--- src/rtl/wb_write_queue.sv ---
// In-order writeback queue: merges producers A (priority) and B into one regfile write per cycle.
// Accepted entry writes the regfile one cycle later at the earliest; ready is driven from count and a_valid only.
module wb_write_queue #(
  parameter int DEPTH = 4,
  parameter int AW    = 5,
  parameter int DW    = 32
) (
  input  logic          clk,
  input  logic          rst,
  input  logic          a_valid,
  output logic          a_ready,
  input  logic [AW-1:0] a_addr,
  input  logic [DW-1:0] a_data,
  input  logic          b_valid,
  output logic          b_ready,
  input  logic [AW-1:0] b_addr,
  input  logic [DW-1:0] b_data,
  output logic          we,
  output logic [AW-1:0] waddr,
  output logic [DW-1:0] wdata,
  input  logic [AW-1:0] q_raddr1,
  output logic          q_hit1,
  output logic [DW-1:0] q_data1,
  input  logic [AW-1:0] q_raddr2,
  output logic          q_hit2,
  output logic [DW-1:0] q_data2,
  output logic          empty
);

  localparam int PW = $clog2(DEPTH);
  localparam int CW = PW + 1;

  typedef struct packed {
    logic [AW-1:0] addr;
    logic [DW-1:0] data;
  } entry_t;

  entry_t        mem [DEPTH];
  logic [PW-1:0] rd_ptr;
  logic [PW-1:0] wr_ptr;
  logic [CW-1:0] count;
  logic [CW-1:0] free;
  logic          pop;
  logic          a_push;
  logic          b_push;
  logic [PW-1:0] b_slot;

  // The head leaves on every edge while non-empty, so its slot is already free.
  assign pop     = (count != '0);
  assign free    = CW'(DEPTH) - count + CW'(pop);
  assign a_ready = (free >= CW'(1));
  assign b_ready = a_valid ? (free >= CW'(2)) : (free >= CW'(1));

  // r0 writes complete the handshake but are never stored.
  assign a_push = a_valid & a_ready & (a_addr != '0);
  assign b_push = b_valid & b_ready & (b_addr != '0);
  assign b_slot = wr_ptr + PW'(a_push);

  always_ff @(posedge clk or negedge rst) begin
    if (!rst) begin
      rd_ptr <= '0;
      wr_ptr <= '0;
      count  <= '0;
    end else begin
      if (pop) rd_ptr <= rd_ptr + PW'(1);
      wr_ptr <= wr_ptr + PW'(a_push) + PW'(b_push);
      count  <= count + CW'(a_push) + CW'(b_push) - CW'(pop);
    end
  end

  always_ff @(posedge clk) begin
    if (a_push) mem[wr_ptr] <= '{addr: a_addr, data: a_data};
    if (b_push) mem[b_slot] <= '{addr: b_addr, data: b_data};
  end

  assign we    = pop;
  assign waddr = pop ? mem[rd_ptr].addr : '0;
  assign wdata = pop ? mem[rd_ptr].data : '0;
  assign empty = !pop;

  // Scan oldest to youngest so the last match (youngest) wins.
  always_comb begin
    logic [PW-1:0] idx;
    idx     = rd_ptr;
    q_hit1  = 1'b0;
    q_data1 = '0;
    q_hit2  = 1'b0;
    q_data2 = '0;
    for (int i = 0; i < DEPTH; i++) begin
      idx = rd_ptr + PW'(i);
      if (CW'(i) < count) begin
        if (q_raddr1 != '0 && mem[idx].addr == q_raddr1) begin
          q_hit1  = 1'b1;
          q_data1 = mem[idx].data;
        end
        if (q_raddr2 != '0 && mem[idx].addr == q_raddr2) begin
          q_hit2  = 1'b1;
          q_data2 = mem[idx].data;
        end
      end
    end
  end

endmodule

--- config.mk ---
export PLATFORM = sky130hd
export DESIGN_NAME = wb_write_queue
export DESIGN_NICKNAME = d
export VERILOG_FILES = /design/src/rtl/wb_write_queue.sv
export SDC_FILE = /design/constraint.sdc
export NUM_CORES = 1
export LEC_CHECK = 0
export CORE_MARGIN = 1.5
export CORE_UTILIZATION = 31
export CTS_CLUSTER_SIZE = 14
export DETAILED_ROUTE_END_ITERATION = 6
export MAX_ROUTING_LAYER = met4
export SYNTH_ARGS = -nofsm -noshare
export SYNTH_HDL_FRONTEND = slang
export SYNTH_SLANG_ARGS = --single-unit
--- constraint.sdc ---
create_clock -name clk -period 9.1 [get_ports clk]
set_input_delay 2.275 -clock clk [delete_from_list [all_inputs] [get_ports clk]]
set_output_delay 2.275 -clock clk [all_outputs]
set_load 0.02 [all_outputs]
==> impl_metrics.env <==
export IMPL_vias_per_cell=5.65
export IMPL_yosysSeqAreaShare_pct=34.3
export IMPL_critPathMaxStageDelay_ns=0.69
export IMPL_rsz0062_at_grt="false"
export IMPL_path_common_cell="clkdlybuf4s50_1"
export IMPL_setup_violations_final=0
export IMPL_cp_end_kind="output pin"
export IMPL_place_gp_congestion=0.932
export IMPL_gr_usage_all_layers_pct=21.6
export IMPL_antenna_found_initial=7
export IMPL_hold_viol_final=0
export IMPL_wirelength_um=46700
export IMPL_arrival_ns=5.82
export IMPL_vias=11300
export IMPL_yosys_most_used_dff="edfxtp_1"
export IMPL_dr_pass1_iters=5
export IMPL_maxCapViolations=0
export IMPL_nets=1484
export IMPL_final_cells=1992
export IMPL_num_rows=76
export IMPL_cts_tree="yes"
export IMPL_intPower_mw=3.57
export IMPL_start_kind="input pin"
export IMPL_cp_num_buf_inv=3
export IMPL_finalSetupTns_ns=0
export IMPL_syn_nets=1367
export IMPL_pwr_share_seq_pct=20.7
export IMPL_die_y_um=212
export IMPL_route_detailed_drc=0
export IMPL_crit_type="in2out"
export IMPL_power_share_clock_pct=9.5
export IMPL_synth_top_area_share_pct=33.0
export IMPL_grt_max_degree=72
export IMPL_hold_buffers=0
export IMPL_antenna_left=0
export IMPL_clock_path_buffers=2
export IMPL_n_fill_cell=4273
export IMPL_clk_latency_ns=0.43
export IMPL_syn_inst=1269
export IMPL_gr_total_overflow=0
export IMPL_total_leakage_power_nw=5.59
export IMPL_drive_gt1_share_pct=20.9
export IMPL_hpwl_um=31300
export IMPL_layout_min_cycle_time_ns=8.09
export IMPL_cp_slowest_cell="nor4_1"
export IMPL_ir_worst_vdd_mv=0.240
export IMPL_crit_fanout=21
export IMPL_drv_slew=0
export IMPL_ys_seq_elements=155
export IMPL_power_density_nw_per_um2=429
export IMPL_post_route_cell_area_um2=16400
export IMPL_postCtsSetupBuffers=0
export IMPL_path_clk_slew_ns=0.07
export IMPL_first_iter_violations=1017
export IMPL_synth_edf_count=148
export IMPL_numCtsBuffers=17
export IMPL_tightestPinTransition_ns=1.13
export IMPL_clock_sinks=155
export IMPL_wl_per_cell_um=23.5
export IMPL_yosys_area_top_type="edfxtp_1"
export IMPL_ys_types=53
export IMPL_cp_top_family="buffers and inverters"
export IMPL_pin_count=195
export IMPL_syn_area_per_cell_um2=10.6
export IMPL_cts_root_buf="clkbuf_16"
export IMPL_start_util_pct=31.4
export IMPL_fin_skew_ns=0.00667
export IMPL_core_area_um2=43000
export IMPL_grt_pass1_wl_um=70100
export IMPL_post_place_cells=1952
export IMPL_io_buffers=194
export IMPL_cts_max_level=4
export IMPL_hold_class="reg2reg"
export IMPL_synth_cell_area_um2=13500
export IMPL_yosys_warnings=0
export IMPL_die_area_um2=44700
export IMPL_status="completed"
export IMPL_p_switching_mw=3.48
export IMPL_critPathRequiredTime_ns=6.83
export IMPL_max_freq_ghz=0.124
export IMPL_p_sw_share_pct=49.4
export IMPL_die_w_um=212
export IMPL_yosys_top_cells_area="edfxtp_1, mux2_2, mux2i_1, mux4_2, a21oi_1"
export IMPL_synth_async_reset_ratio_pct=4.52
export IMPL_grt_pass1_vias=11200
export IMPL_cts_resized=0
export IMPL_finalCritPeriodShare_pct=89.0
export IMPL_placedInstanceArea_um2=15900
export IMPL_slew_headroom_pct=24.2
export IMPL_area_growth_pct=21.9
export IMPL_pwr_share_comb_pct=69.8
export IMPL_crit_chain="clkdlybuf4s50_1 > nor4_1 > a211oi_1 > nor2_2 > or3_1 > buf_4 > a311o_1 > o2bb2ai_1 > clkdlybuf4s50_1"
state kept, by name (all words and copies together), names as in the netlist:
signal / count
mem: 148
count: 3
rd_ptr: 2
wr_ptr: 2
cell type report:
class                      count  area, um2  share of cell area [%]
tap                          585        732                    4.46
clock inverter                15        116                   0.708
timing repair buffer         229       2200                    13.4
antenna                        8       20.0                   0.122
inverter                      11       42.5                   0.259
sequential                   155       4630                    28.2
clock buffer                  17        425                    2.59
multi-input combinational    972       8260                    50.3
power groups by stage:
stage	sequential (mW)	combinational, mW	clock (mW)
4_1_cts	1.46	4.89	0.682
3_5_place_dp	1.47	4.86	0
5_1_grt	1.51	5.23	0.713
6_report	1.46	4.91	0.670
2_1_floorplan	1.32	3.26	0
3_3_place_gp	1.45	4.84	0
Yosys cell counts (all sizes together), types with 14 or more instances:
| cell | number |
|---|---|
| nor4b | 32 |
| edfxtp | 148 |
| a21oi | 63 |
| nor2 | 39 |
| clkbuf | 64 |
| nor3 | 38 |
| buf | 67 |
| mux4 | 25 |
| mux2i | 188 |
| nand2 | 76 |
| and2 | 36 |
| xor2 | 14 |
| o21ai | 36 |
| o21a | 31 |
| xnor2 | 31 |
| a311o | 30 |
| nand3 | 37 |
| o2bb2ai | 30 |
| mux2 | 179 |
| o31ai | 30 |
kinds of logic after synthesis:
logic type,Yosys count,synth area share [%]
buffers and inverters,142,5.00
flip-flops,155,34.3
XOR/XNOR,45,2.92
adder cells (fa/ha/maj),10,1.04
AO/OA/AOI/OAI,235,12.2
multiplexers,392,33.1
AND/OR/NAND/NOR,290,11.4
through the flow:
| step | hold WS, ns | power [mW] | util, % | setup WS, ns |
|---|---|---|---|---|
| after floorplan | 0.713 | 4.58 | - | 2.57 |
| after global placement | 0.774 | 6.30 | 36.9 | 1.13 |
| after detailed placement | 0.778 | 6.33 | 36.9 | 1.08 |
| after CTS | 0.783 | 7.03 | 38.2 | 1.07 |
| after global routing | 0.803 | 7.45 | 38.2 | 0.821 |
| final | 0.789 | 7.04 | 38.2 | 1.01 |
cell usage in the layout (no fill, tap or decap), types with 3 or more instances in the layout:
cell type,synthesis,layout
nand2_1,76,74
and2_1,35,36
mux2_2,179,179
nand3_1,37,35
buf_4,1,35
o21a_1,31,31
o2bb2ai_1,30,30
a311o_1,30,30
clkdlybuf4s50_1,0,194
ha_1,8,8
o21ai_0,35,35
nor4_1,3,3
clkinv_2,0,3
nand4_1,4,4
mux2i_1,188,188
mux4_2,25,25
nor2_1,39,37
clkinvlp_4,0,4
clkbuf_16,0,17
o31ai_1,30,30
edfxtp_1,148,148
a21oi_1,63,63
inv_1,8,8
xnor2_1,31,30
xor2_1,14,14
diode_2,0,8
nor4b_1,32,32
nor3_1,37,35
nor2b_1,10,9
inv_6,0,4
dfrtp_1,7,5
clkinv_4,0,3
a211oi_1,6,6
layer usage:
layer / vias to the layer above / GRT usage [%] / share of wire, %
met5: - / - / 0
met4: 0 / 8.42 / 2.7
met3: 71 / 3.62 / 7.3
met2: 534 / 33.3 / 46
met1: 5529 / 28.3 / 44
li1: 5122 / - / -
worst paths after layout:
kind / from / endpoint / depth (start not counted) / slack (ns)
hold / removal: wr_ptr[0]$_DFF_PN0_ / mem[2][36]$_DFFE_PP_ / 1 / 0.79
min in group asynchronous: rst / count[2]$_DFF_PN0_ / 1 / 2.16
setup reg to reg: count[1]$_DFF_PN0_ / mem[3][15]$_DFFE_PP_ / 14 / 3.21
max in group asynchronous: rst / rd_ptr[0]$_DFFE_PN0N_ / 1 / 6.59
setup / recovery: q_raddr2[2] / q_data2[8] / 9 / 1.01
hold reg to reg: wr_ptr[0]$_DFF_PN0_ / mem[2][36]$_DFFE_PP_ / 1 / 0.79
Power figures use the tool's default switching activity.
